--- src/rtl/mips_ctrl_pkg.sv ---
// Shared encodings for the multi-cycle MIPS controller.
// States, opcodes, ALUOp and PCSrc codes.
package mips_ctrl_pkg;

    typedef enum logic [3:0] {
        S_FETCH    = 4'd0,
        S_DECODE   = 4'd1,
        S_EXEC_R   = 4'd2,
        S_EXEC_I   = 4'd3,
        S_MEM_ADDR = 4'd4,
        S_MEM_RD   = 4'd5,
        S_MEM_WR   = 4'd6,
        S_WB_R     = 4'd7,
        S_WB_I     = 4'd8,
        S_WB_MEM   = 4'd9,
        S_BRANCH   = 4'd10,
        S_JUMP     = 4'd11,
        S_TRAP     = 4'd12
    } state_e;

    localparam logic [5:0] OP_RTYPE = 6'b000000;
    localparam logic [5:0] OP_LW    = 6'b100011;
    localparam logic [5:0] OP_SW    = 6'b101011;
    localparam logic [5:0] OP_ADDI  = 6'b001000;
    localparam logic [5:0] OP_BEQ   = 6'b000100;
    localparam logic [5:0] OP_J     = 6'b000010;

    localparam logic [1:0] ALU_ADD   = 2'b00;
    localparam logic [1:0] ALU_SUB   = 2'b01;
    localparam logic [1:0] ALU_FUNCT = 2'b10;

    localparam logic [1:0] PC_SEQ = 2'b00;
    localparam logic [1:0] PC_BR  = 2'b01;
    localparam logic [1:0] PC_JMP = 2'b10;

    // Opcodes whose execute step uses the immediate as operand B.
    function automatic logic imm_operand(input logic [5:0] op);
        return (op == OP_LW) || (op == OP_SW) || (op == OP_ADDI);
    endfunction

endpackage

--- src/rtl/mem_wait_timer.sv ---
// Consecutive memory wait-state counter.
// Flags timeout once the count reaches MAX.
module mem_wait_timer #(
    parameter int MAX = 15
) (
    input  logic clk_i,
    input  logic rst_ni,
    input  logic clr_i,
    input  logic en_i,
    output logic timeout_o
);

    localparam logic [7:0] MAX_C = 8'(MAX);

    logic [7:0] cnt_q;
    logic [7:0] cnt_d;

    // Count register.
    always_ff @(posedge clk_i or negedge rst_ni) begin
        if (!rst_ni) cnt_q <= 8'd0;
        else         cnt_q <= cnt_d;
    end

    // Clear wins; saturate rather than wrap.
    always_comb begin
        cnt_d = cnt_q;
        if (clr_i)
            cnt_d = 8'd0;
        else if (en_i && cnt_q != 8'hFF)
            cnt_d = cnt_q + 8'd1;
    end

    assign timeout_o = (cnt_q == MAX_C);

endmodule

--- src/rtl/mips_multicycle_ctrl.sv ---
// Multi-cycle MIPS control FSM.
// Sequences fetch/decode/execute/memory/write-back.
module mips_multicycle_ctrl
    import mips_ctrl_pkg::*;
#(
    parameter int MEM_WAIT_MAX = 15
) (
    input  logic       Clk,
    input  logic       Reset_n,
    input  logic [5:0] Opcode,
    input  logic       Zero,
    input  logic       Mem_Ready,
    output logic       ALUSrc,
    output logic [1:0] ALUOp,
    output logic       RegDst,
    output logic       MemtoReg,
    output logic       RegWrite,
    output logic       MemRead,
    output logic       MemWrite,
    output logic       IRWrite,
    output logic       PCWrite,
    output logic [1:0] PCSrc,
    output logic       Trap,
    output logic [3:0] State
);

    state_e state_q;
    state_e state_d;
    logic   wait_st;
    logic   wait_en;
    logic   tmo;

    assign wait_st = (state_q == S_FETCH) ||
                     (state_q == S_MEM_RD) ||
                     (state_q == S_MEM_WR);
    assign wait_en = wait_st && !Mem_Ready;

    mem_wait_timer #(
        .MAX(MEM_WAIT_MAX)
    ) u_timer (
        .clk_i    (Clk),
        .rst_ni   (Reset_n),
        .clr_i    (!wait_en),
        .en_i     (wait_en),
        .timeout_o(tmo)
    );

    // State register.
    always_ff @(posedge Clk or negedge Reset_n) begin
        if (!Reset_n) state_q <= S_FETCH;
        else          state_q <= state_d;
    end

    // Next-state logic.
    always_comb begin
        state_d = state_q;
        unique case (state_q)
            S_FETCH: begin
                if (Mem_Ready)  state_d = S_DECODE;
                else if (tmo)   state_d = S_TRAP;
            end
            S_DECODE: begin
                unique case (1'b1)
                    Opcode == OP_RTYPE: state_d = S_EXEC_R;
                    Opcode == OP_LW,
                    Opcode == OP_SW:    state_d = S_MEM_ADDR;
                    Opcode == OP_ADDI:  state_d = S_EXEC_I;
                    Opcode == OP_BEQ:   state_d = S_BRANCH;
                    Opcode == OP_J:     state_d = S_JUMP;
                    default:            state_d = S_TRAP;
                endcase
            end
            S_EXEC_R:   state_d = S_WB_R;
            S_EXEC_I:   state_d = S_WB_I;
            S_MEM_ADDR: state_d = (Opcode == OP_LW) ? S_MEM_RD : S_MEM_WR;
            S_MEM_RD: begin
                if (Mem_Ready)  state_d = S_WB_MEM;
                else if (tmo)   state_d = S_TRAP;
            end
            S_MEM_WR: begin
                if (Mem_Ready)  state_d = S_FETCH;
                else if (tmo)   state_d = S_TRAP;
            end
            S_WB_R, S_WB_I, S_WB_MEM,
            S_BRANCH, S_JUMP:   state_d = S_FETCH;
            S_TRAP:             state_d = S_TRAP;
            default:            state_d = S_TRAP;
        endcase
    end

    // Output decode; IR/PC loads are gated off while reset is held.
    always_comb begin
        ALUSrc   = 1'b0;
        ALUOp    = ALU_ADD;
        RegDst   = 1'b0;
        MemtoReg = 1'b0;
        RegWrite = 1'b0;
        MemRead  = 1'b0;
        MemWrite = 1'b0;
        IRWrite  = 1'b0;
        PCWrite  = 1'b0;
        PCSrc    = PC_SEQ;
        Trap     = 1'b0;
        unique case (state_q)
            S_FETCH: begin
                MemRead = 1'b1;
                IRWrite = Mem_Ready && Reset_n;
                PCWrite = Mem_Ready && Reset_n;
            end
            S_DECODE:   ALUSrc = imm_operand(Opcode);
            S_EXEC_R: begin
                ALUOp = ALU_FUNCT;
            end
            S_EXEC_I, S_MEM_ADDR: begin
                ALUSrc = 1'b1;
            end
            S_MEM_RD:   MemRead = 1'b1;
            S_MEM_WR:   MemWrite = 1'b1;
            S_WB_R: begin
                RegWrite = 1'b1;
                RegDst   = 1'b1;
            end
            S_WB_I:     RegWrite = 1'b1;
            S_WB_MEM: begin
                RegWrite = 1'b1;
                MemtoReg = 1'b1;
            end
            S_BRANCH: begin
                ALUOp   = ALU_SUB;
                PCWrite = Zero;
                PCSrc   = PC_BR;
            end
            S_JUMP: begin
                PCWrite = 1'b1;
                PCSrc   = PC_JMP;
            end
            S_TRAP:     Trap = 1'b1;
            default:    Trap = 1'b1;
        endcase
    end

    assign State = state_q;

endmodule

--- config.mk ---
export PLATFORM = sky130hd
export DESIGN_NAME = mips_multicycle_ctrl
export DESIGN_NICKNAME = d
export VERILOG_FILES = /design/src/rtl/mips_ctrl_pkg.sv /design/src/rtl/mem_wait_timer.sv /design/src/rtl/mips_multicycle_ctrl.sv
export SDC_FILE = /design/constraint.sdc
export NUM_CORES = 1
export LEC_CHECK = 0
export ABC_AREA = 1
export ABC_CLOCK_PERIOD_IN_PS = 1600
export CAP_MARGIN = 20
export CORE_MARGIN = 1
export CORE_UTILIZATION = 40
export CTS_BUF_LIST = sky130_fd_sc_hd__clkbuf_4
export CTS_CLUSTER_SIZE = 12
export DETAILED_ROUTE_END_ITERATION = 10
export MAX_ROUTING_LAYER = met4
export PLACE_DENSITY = 0.8
export SKIP_LAST_GASP = 1
export SLEW_MARGIN = 10
export SYNTH_ARGS = -nofsm -noshare
export SYNTH_HDL_FRONTEND = slang
export SYNTH_SLANG_ARGS = --single-unit
--- constraint.sdc ---
create_clock -name Clk -period 1.6 [get_ports Clk]
set_input_delay 0.48 -clock Clk [delete_from_list [all_inputs] [get_ports Clk]]
set_output_delay 0.48 -clock Clk [all_outputs]
set_load 0.05 [all_outputs]
==> impl_metrics.json <==
{
  "status": "complete, but fails checks",
  "violations": "setup timing",
  "synth.avg_cell_area_um2": 6.26,
  "critPathKind": "flip-flop to output pin",
  "layout.nets": 234,
  "core-area_mm2": 0.00223,
  "fmax_mhz": 501,
  "syn_area_um2": 958,
  "r2r_slack_ps": -60,
  "path_cells": "nor2_4 > nand4_1 > buf_4 > nand2_4 > buf_12",
  "netlist-cell-type-count": 20,
  "drv_cap": 0,
  "p_leak_nw": 0.894,
  "grt_max_degree": 13,
  "cts_tree": "built",
  "use_met3_pct": 6.25,
  "fp-row-count": 17,
  "min_period_ps": 2000,
  "grtUsageMet1_pct": 32.5,
  "critPathTopFamily": "flip-flops",
  "crit_fanout": 6,
  "yosys_warnings": 0,
  "hold_buffers": 0,
  "cts-root-buf": "clkbuf_4",
  "die-area_mm2": 0.00260,
  "n_antenna_cell": 0,
  "synth_top_area_cell": "dfrtp_1",
  "slowest_stage": "dfrtp_2",
  "final_cell_mix": "37 x buf_4, 29 x nand2_1, 17 x inv_1, 17 x buf_12, 16 x nand3_1",
  "finalCritPeriodShare_pct": 125,
  "via_per_inst": 5.68,
  "drtIter0Drc": 74,
  "critPathArrivalTime_ps": 1520,
  "ant_nets": 0,
  "start_util_pct": 42.9,
  "first_pass_iters": 4,
  "powerDensity_mw_per_mm2": 313,
  "antenna_found_initial": 0,
  "seq_area_frac_synth_pct": 31.3,
  "grt_pass1_wl_mm": 5.82,
  "crit_required_ps": 1120,
  "critPathMaxStageDelay_ps": 500,
  "gp_congestion": 0.895,
  "hold_violations": 0,
  "drive_gt1_share_pct": 47.3,
  "io_buffers": 26,
  "die_h_um": 51.0,
  "drc": 0,
  "end_kind": "output pin",
  "layout.area.seq_um2": 308,
  "hold_ws_ps": 337,
  "synth_top_area_share_pct": 31.3,
  "fin_skew_ps": 2.01,
  "num_vias": 1419,
  "worstSkewPairLatency_ps": 280,
  "grt-busiest-layer": "met2",
  "clk_path_buf_depth": 2,
  "grt_pass1_vias": 1367,
  "synthesis.nets": 164,
  "multi_input_area_um2": 726,
  "clk_pin_slew_ps": 80,
  "area_growth_syn_to_layout_pct": 100,
  "grt_overflow": 0,
  "hold_class": "primary input to asynchronous set/reset pin",
  "rsz0062_at_grt": "yes",
  "final_common_cell": "buf_4",
  "wl_mm": 4.48,
  "slew_headroom_pct": 77.7,
  "setup.worst_path.start_class": "flip-flop",
  "ys_top_cells_by_area": "dfrtp_1 31%, nand2_1 15%, nor2_1 10%",
  "wire_per_inst_um": 17.9,
  "critPathBufInv": 2,
  "worstMarginPinSlew_ps": 333,
  "cts_made_buffers": 3,
  "cts_sinks": 12,
  "maxSlewViolCount": 0,
  "tns_ps": -4160,
  "met2_usage_pct": 54.2,
  "irDropWorstVdd_mv": 0.595,
  "grt.total_usage_pct": 30.8,
  "setup_ws_ps": -397,
  "fp.dieW_um": 51.0,
  "hpwlAfterDp_mm": 2.61,
  "ys_ff_latch": 12,
  "n_fill_cell": 122,
  "setup_violations": 17,
  "netlist_instances": 153,
  "h-tree-depth": 1,
  "num_io_pins": 27
}
-- final timing paths --
path	start	end	depth (start not counted)
min in group Clk	u_timer.cnt_q[2]	u_timer.cnt_q[2]	2
max in group asynchronous	Reset_n	State[1]	2
min	Reset_n	u_timer.cnt_q[4]	2
max	State[3]	PCWrite	5
max reg2reg	u_timer.cnt_q[0]	State[0]	8
min reg2reg	u_timer.cnt_q[2]	u_timer.cnt_q[2]	2
-- cells in the mapped netlist, drive strengths merged --
cell type  instances
a21oi              8
clkinv             1
dfrtp             12
ha                 1
inv               24
nand2             42
nand3             19
nand4              7
nor2              30
nor3               3
o21bai             2
o22ai              1
xnor2              1
xor2               2
-- stage by stage --
step                      setup WS [ps]  power [mW]  utilization, %  std cells  cell area [um^2]
after floorplan                    -205       0.325               -        153              1050
after global placement             -426       0.376            75.7        231              1690
after detailed placement           -459       0.379            75.7        231              1690
after CTS                          -306       0.594            81.3        243              1820
after global routing               -430       0.619            85.9        250              1920
final                              -397       0.600            85.9        250              1920
-- final cells by class --
type	count	share of cell area, %
multi-input combinational	116	37.8
sequential	12	16.0
inverter	25	5.15
timing repair buffer	65	37.6
tap	28	1.83
clock buffer	4	1.57
-- routing by layer --
metal	share of wire, %	up-vias
met5	0	-
li1	-	627
met3	6.4	37
met2	49	94
met4	8.0	0
met1	36	661
-- cells by family after synthesis --
logic type / after synthesis / share of synthesized area [%]
AO/OA/AOI/OAI: 11 / 6.40
XOR/XNOR: 3 / 2.74
adder cells (fa/ha/maj): 1 / 1.31
buffers and inverters: 25 / 9.79
flip-flops: 12 / 31.3
AND/OR/NAND/NOR: 101 / 48.4
-- flip-flops by register name, summed over array words and instances (netlist names) --
| signal | cells |
|---|---|
| State | 4 |
| u_timer.cnt_q | 8 |
-- timing repair --
item,4_1_cts,5_1_grt
endpoints found under the setup margin,13,17
pin swaps,12,6
gates cloned,0,0
gates resized for setup,21,13
buffers inserted,8,7
hold endpoints to repair,0,0
-- report_power, final --
part	total [mW]	switching, mW	internal, mW
combinational	0.0743	0.0383	0.0359
sequential	0.303	0	0.303
clock	0.223	0.109	0.114
(Power assumes the default switching activity.)
